**config.mk**
```make
export PLATFORM = sky130hd
export DESIGN_NAME = channel_stream_driver
export DESIGN_NICKNAME = d
export VERILOG_FILES = /design/src/rtl/channel_stream_driver_pkg.sv /design/src/rtl/channel_stream_driver_buf16.sv /design/src/rtl/channel_stream_driver.sv
export SDC_FILE = /design/constraint.sdc
export NUM_CORES = 2
export LEC_CHECK = 0
export ABC_AREA = 1
export ABC_CLOCK_PERIOD_IN_PS = 4000
export BUFFER_PORTS_ARGS = -buffer_cell sky130_fd_sc_hd__buf_4
export CORE_MARGIN = 8
export CORE_UTILIZATION = 65
export CTS_BUF_LIST = sky130_fd_sc_hd__clkbuf_8
export DETAILED_ROUTE_END_ITERATION = 7
export PLACE_DENSITY = 0.83
export SLEW_MARGIN = 20
export SYNTH_ARGS = -nofsm -noshare
export SYNTH_HDL_FRONTEND = slang
export SYNTH_SLANG_ARGS = --single-unit
```
**constraint.sdc**
```tcl
create_clock -name clk -period 4 [get_ports clk]
set_input_delay 0.2 -clock clk [delete_from_list [all_inputs] [get_ports clk]]
set_output_delay 0.2 -clock clk [all_outputs]
set_load 0.02 [all_outputs]
```
**src/rtl/channel_stream_driver_pkg.sv**
```systemverilog
// Shared types and constants for the channel stream driver.
// Sample width, matrix size, FSM encoding and index helper.
package channel_stream_driver_pkg;

  localparam int BIT_NUM      = 18;
  localparam int CHANNEL_SIZE = 16;
  localparam int IDX_W        = $clog2(CHANNEL_SIZE);
  localparam int CNT_W        = IDX_W + 1;

  typedef enum logic [2:0] {
    IDLE    = 3'd0,
    SEND    = 3'd1,
    WAIT    = 3'd2,
    CAPTURE = 3'd3,
    DONE    = 3'd4
  } state_t;

  function automatic logic [IDX_W-1:0] idx(
    input logic [1:0] row,
    input logic [1:0] col
  );
    return {row, col};
  endfunction

endpackage

```
**src/rtl/channel_stream_driver_buf16.sv**
```systemverilog
// stream_buf16: 16-entry complex register file, sync clear.
// Ports: one write port (we/waddr/wr_*), one async read (raddr/rd_*).
module stream_buf16
  import channel_stream_driver_pkg::*;
#(
  parameter int W = BIT_NUM
) (
  input  logic             clk,
  input  logic             rst,
  input  logic             we,
  input  logic [IDX_W-1:0] waddr,
  input  logic [W-1:0]     wr_R,
  input  logic [W-1:0]     wr_I,
  input  logic [IDX_W-1:0] raddr,
  output logic [W-1:0]     rd_R,
  output logic [W-1:0]     rd_I
);

  logic [W-1:0] mem_R [CHANNEL_SIZE];
  logic [W-1:0] mem_I [CHANNEL_SIZE];

  always_ff @(posedge clk) begin
    if (rst) begin
      for (int i = 0; i < CHANNEL_SIZE; i++) begin
        mem_R[i] <= '0;
        mem_I[i] <= '0;
      end
    end else if (we) begin
      mem_R[waddr] <= wr_R;
      mem_I[waddr] <= wr_I;
    end
  end

  assign rd_R = mem_R[raddr];
  assign rd_I = mem_I[raddr];

endmodule

```
**src/rtl/channel_stream_driver.sv**
```systemverilog
// Host endpoint: streams a 4x4 complex matrix out, captures result.
// Ports: host load, start, tx stream, rx stream, done/timeout, read.
module channel_stream_driver
  import channel_stream_driver_pkg::*;
#(
  parameter int TIMEOUT_CYCLES = 64
) (
  input  logic               clk,
  input  logic               rst,
  input  logic               load_we,
  input  logic [IDX_W-1:0]   load_addr,
  input  logic [BIT_NUM-1:0] load_R,
  input  logic [BIT_NUM-1:0] load_I,
  input  logic               start,
  output logic               busy,
  output logic               tx_valid_o,
  output logic [BIT_NUM-1:0] tx_R_o,
  output logic [BIT_NUM-1:0] tx_I_o,
  input  logic               rx_valid_i,
  input  logic [BIT_NUM-1:0] rx_R_i,
  input  logic [BIT_NUM-1:0] rx_I_i,
  output logic               done,
  output logic               timeout,
  input  logic [IDX_W-1:0]   rd_addr,
  output logic [BIT_NUM-1:0] rd_R,
  output logic [BIT_NUM-1:0] rd_I
);

  localparam int WD_W = $clog2(TIMEOUT_CYCLES);
  localparam logic [WD_W-1:0] WD_LAST =
    WD_W'(TIMEOUT_CYCLES - 1);
  localparam logic [CNT_W-1:0] N_ALL =
    CNT_W'(CHANNEL_SIZE);
  localparam logic [CNT_W-1:0] N_LAST =
    CNT_W'(CHANNEL_SIZE - 1);

  state_t state, state_n;

  logic [CNT_W-1:0] tx_cnt;
  logic [CNT_W-1:0] rx_cnt;
  logic [WD_W-1:0]  wd;
  logic             timeout_q;

  logic             host_we;
  logic             rx_we;
  logic             to_hit;
  logic             go;
  logic             sending;

  logic [IDX_W-1:0]   tx_raddr;
  logic [BIT_NUM-1:0] tx_buf_R;
  logic [BIT_NUM-1:0] tx_buf_I;
  logic [BIT_NUM-1:0] res_buf_R;
  logic [BIT_NUM-1:0] res_buf_I;

  always_comb begin
    state_n = state;
    host_we = 1'b0;
    rx_we   = 1'b0;
    to_hit  = 1'b0;
    unique case (state)
      IDLE, DONE: begin
        host_we = load_we;
        if (start) state_n = SEND;
      end
      SEND: begin
        if (tx_cnt == N_ALL) state_n = WAIT;
      end
      WAIT: begin
        if (rx_valid_i) begin
          rx_we   = 1'b1;
          state_n = CAPTURE;
        end
        if (wd == WD_LAST) begin
          state_n = DONE;
          to_hit  = 1'b1;
        end
      end
      CAPTURE: begin
        rx_we = rx_valid_i;
        // Completion takes priority over the watchdog.
        if (rx_valid_i && rx_cnt == N_LAST) begin
          state_n = DONE;
        end else if (wd == WD_LAST) begin
          state_n = DONE;
          to_hit  = 1'b1;
        end
      end
      default: state_n = IDLE;
    endcase
  end

  // Next cycle presents a tx element; also marks start acceptance.
  assign sending = (state_n == SEND);
  assign go      = sending && (state != SEND);

  // On the start edge the read index is 0; afterwards tx_cnt leads
  // the registered output by one element.
  assign tx_raddr = (state == SEND) ? tx_cnt[IDX_W-1:0] : '0;

  always_ff @(posedge clk) begin
    if (rst) begin
      state      <= IDLE;
      tx_cnt     <= '0;
      rx_cnt     <= '0;
      wd         <= '0;
      timeout_q  <= 1'b0;
      tx_valid_o <= 1'b0;
      tx_R_o     <= '0;
      tx_I_o     <= '0;
      rd_R       <= '0;
      rd_I       <= '0;
    end else begin
      state      <= state_n;
      tx_valid_o <= sending;
      tx_R_o     <= sending ? tx_buf_R : '0;
      tx_I_o     <= sending ? tx_buf_I : '0;
      if (sending)
        tx_cnt <= go ? CNT_W'(1) : tx_cnt + 1'b1;
      else
        tx_cnt <= '0;
      if (go)
        rx_cnt <= '0;
      else if (rx_we)
        rx_cnt <= rx_cnt + 1'b1;
      if (state == WAIT || state == CAPTURE)
        wd <= wd + 1'b1;
      else
        wd <= '0;
      if (go)
        timeout_q <= 1'b0;
      else if (to_hit)
        timeout_q <= 1'b1;
      rd_R <= res_buf_R;
      rd_I <= res_buf_I;
    end
  end

  assign busy    = (state == SEND) || (state == WAIT) ||
                   (state == CAPTURE);
  assign done    = (state == DONE);
  assign timeout = timeout_q;

  stream_buf16 #(.W(BIT_NUM)) tx_buf (
    .clk   (clk),
    .rst   (rst),
    .we    (host_we),
    .waddr (load_addr),
    .wr_R  (load_R),
    .wr_I  (load_I),
    .raddr (tx_raddr),
    .rd_R  (tx_buf_R),
    .rd_I  (tx_buf_I)
  );

  stream_buf16 #(.W(BIT_NUM)) res_buf (
    .clk   (clk),
    .rst   (rst),
    .we    (rx_we),
    .waddr (rx_cnt[IDX_W-1:0]),
    .wr_R  (rx_R_i),
    .wr_I  (rx_I_i),
    .raddr (rd_addr),
    .rd_R  (res_buf_R),
    .rd_I  (res_buf_I)
  );

endmodule

```
==> results.py <==
metrics = {
    "floorplan": {
        "die_x_um": 308,
        "dieHeight_um": 308,
        "initial_core_util_pct": 65.3,
        "coreArea_mm2": 0.0849,
        "io_pins": 161,
        "die_area_mm2": 0.0949,
        "rows": 107,
    },
    "clock_tree": {
        "cts_repair_resize_count": 0,
        "insertion_delay_ns": 0.86,
        "clk_pin_slew_ns": 0.06,
        "cts_buffer_depth": 3,
        "cts_tree": "done",
        "clock_sinks": 1245,
        "numCtsBuffers": 190,
        "htreeDepth": 4,
        "clockRootBuffer": "clkbuf_8",
        "cts_setup_buffers": 0,
    },
    "critical_path": {
        "cp.depth": 9,
        "r2r_slack_ns": 0.93,
        "cp_slowest_stage_delay_ns": 0.73,
        "r2r-start": "state[0]$_SDFF_PP0_",
        "crit_required_ns": 4.76,
        "reg2reg_depth": 9,
        "cp_common_cell": "nand3_1",
        "cp.arrival_ns": 3.84,
        "worstSetupEndpoint": "tx_R_o[10]$_SDFF_PP0_",
        "cp_max_fo": 50,
        "cp.buffers_inverters": 2,
        "startpoint_type": "register",
        "crit_family": "simple AND/OR/NAND/NOR gates",
        "rr_endpoint": "tx_R_o[10]$_SDFF_PP0_",
        "crit_chain": "inv_2, nor2_4, nand3_4, buf_4, nand2_1, nand3_1, nand3_1, nand3_1, a21oi_1",
        "cp-end-kind": "register",
        "path_class": "reg -> reg",
        "startpoint": "state[0]$_SDFF_PP0_",
        "crit_path_top_delay_cell": "nand3_4",
    },
    "sta": {
        "clock_skew_ns": 0.0600,
        "setup_violations": 0,
        "period_share_pct": 76.8,
        "max_freq_mhz": 325,
        "relSlewSlack_pct": 20.4,
        "hold_viol": 0,
        "slew_viol_final": 0,
        "tightest_slew_ns": 1.19,
        "fin_crit_ns": 3.07,
        "setup_tns_ns": 0,
        "rsz0062_at_grt": "no",
    },
    "grt": {
        "grt_pass1_vias": 42995,
        "grt_max_degree": 148,
        "grtUsageTotal_pct": 33.0,
        "grt-ovfl-total": 0,
        "antenna_found_initial": 5,
        "grt_pass1_wl_mm": 242,
    },
    "route": {
        "drtPass1Iterations": 8,
        "post-route-drc-count": 0,
        "wl_mm": 161,
        "drt.antenna.violating_nets": 0,
        "vias_per_cell": 6.20,
        "vias": 43305,
        "wl_per_cell_um": 23.0,
        "drt_iter0_drc": 6677,
    },
    "yosys": {
        "synth-seq-cells": 1245,
        "synthCells": 5582,
        "ys_seq_area_share_pct": 65.7,
        "ys_warn_count": 0,
        "syn_nets": 5675,
        "yosysUniqueCellTypes": 33,
        "syn_area_mm2": 0.0555,
        "yosys-top-cells-area": "edfxtp_1 (62%), nor2_1 (13%), nand3_1 (3.9%)",
        "synth_largest_area_cell": "edfxtp_1",
        "synth_top_area_share_pct": 62.4,
        "syn_avg_cell_area_um2": 9.94,
    },
    "finish": {
        "regArea_mm2": 0.0365,
        "multi_input_area_mm2": 0.0158,
        "fillers": 5712,
        "final_common_cell": "nor2_1",
        "final_util_pct": 72.9,
        "drive_gt1_share_pct": 10.3,
        "layoutNonFillerInstCount": 6980,
        "layout_common_cells": "nor2_1 (1874), edfxtp_1 (1152), inv_1 (460), nand3_1 (432), o21ai_0 (367)",
        "fin_area_mm2": 0.0618,
        "finalNetCount": 5765,
        "syn2layout_area_growth_pct": 11.5,
    },
    "placement": {
        "dp_hpwl_mm": 83.3,
        "placed_cell_area_mm2": 0.0575,
        "dpl.cell_count": 6547,
        "portBuffers": 160,
        "gp_congestion": 0.839,
    },
    "worst_hold_path": {
        "holdCritPathClass": "in -> reg",
        "hold_path_depth": 3,
    },
    "status": {
        "outcome": "completed",
    },
    "pwr": {
        "ir_drop_uv": 312,
        "power.density_mw_per_mm2": 437,
        "power_leakage_nw": 24.3,
        "power_w": 0.0270,
    },
    "job": {
        "max_cap_violations": 0,
    },
}
[logic make-up (layout without fill, tap and decap cells)]
| family | count (synthesis) | count (layout) | synth area share [%] |
|---|---|---|---|
| flops | 1245 | 1245 | 65.7 |
| simple gates | 2872 | 2872 | 21.9 |
| buf+inv | 851 | 1103 | 5.97 |
| compound gates | 602 | 602 | 6.17 |
| xor+xnor | 4 | 4 | 0.0632 |
| other cells | 0 | 2 | 0 |
| fa+ha+maj | 8 | 8 | 0.180 |
[registers in the layout, indices dropped and copies added, names as in the netlist, 5 cells and up]
| signal | cells |
|---|---|
| wd | 6 |
| res_buf.mem_R | 288 |
| tx_buf.mem_R | 288 |
| res_buf.mem_I | 288 |
| tx_R_o | 18 |
| rd_R | 18 |
| tx_cnt | 5 |
| rd_I | 18 |
| rx_cnt | 5 |
| tx_buf.mem_I | 288 |
| tx_I_o | 18 |
[worst reg2reg max path, stage by stage, from the launching register on]
cell and delay [ns]:
dfxtp_1 0.38, inv_2 0.08, nor2_4 0.55, nand3_4 0.73, buf_4 0.60, nand2_1 0.15, nand3_1 0.09, nand3_1 0.09
nand3_1 0.12, a21oi_1 0.19
[what timing repair did]
| action | in CTS | in global routing |
|---|---|---|
| endpoints found under the setup margin | 0 | 0 |
| hold buffers | 77 | 0 |
| hold endpoints to repair | 1065 | 0 |
[layer usage]
| layer | track usage [%] | wire, um |
|---|---|---|
| met5 | 0 | 13 |
| met3 | 6.55 | 20300 |
| met4 | 18.0 | 9680 |
| met2 | 55.3 | 76800 |
| met1 | 40.5 | 53700 |
[power by group]
group	leakage, nW	internal (W)	switching [W]	total [W]
clock network	2.07	0.00490	0.00500	0.00990
registers	12.2	0.0148	0.000179	0.0149
logic	10.1	0.000590	0.00158	0.00217
total	24.3	0.0203	0.00676	0.0270
[metrics by stage]
step / hold WS [ns] / setup WS (ns)
after floorplan: 0.306 / 1.47
after global placement: 0.431 / 1.09
after detailed placement: 0.447 / 0.945
after CTS: 0.00491 / 1.02
after global routing: 0.0416 / 0.756
final: 0.0427 / 0.926
[cell type report]
class,count,share of cell area [%]
Sequential cell,1245,59.0
Multi-Input combinational cell,3486,25.6
Timing Repair Buffer,348,4.93
Clock buffer,207,4.61
Inverter,401,2.45
Tap cell,1144,2.31
Clock inverter,147,1.12
Antenna cell,2,0.00809
[worst min path at each step]
stage	startpoint	slack [ns]	to
3_5_place_dp	wd[0]$_SDFF_PP0_	0.45	wd[0]$_SDFF_PP0_
4_1_cts	load_R[12]	0.005	tx_buf.mem_R[0][12]$_SDFFCE_PN0P_
3_3_place_gp	wd[0]$_SDFF_PP0_	0.43	wd[0]$_SDFF_PP0_
6_report	load_R[12]	0.04	tx_buf.mem_R[15][12]$_SDFFCE_PN0P_
5_1_grt	load_R[12]	0.04	tx_buf.mem_R[13][12]$_SDFFCE_PN0P_
2_1_floorplan	rst	0.31	tx_valid_o$_SDFF_PP0_
[cell usage after synthesis (all sizes together)]
cell    count
dfxtp      93
a21oi      81
nor3b       1
xor2        3
o211ai    115
buf       124
nand3b    108
nand2     332
o21a        2
clkbuf    326
o21ai     373
clkinv      1
o221ai     29
a22oi       2
nand3     434
ha          8
inv       400
nand4     109
nor3        5
or2         1
nor2     1882
xnor2       1
edfxtp   1152
Note: power is estimated with default switching activity, not from simulation.
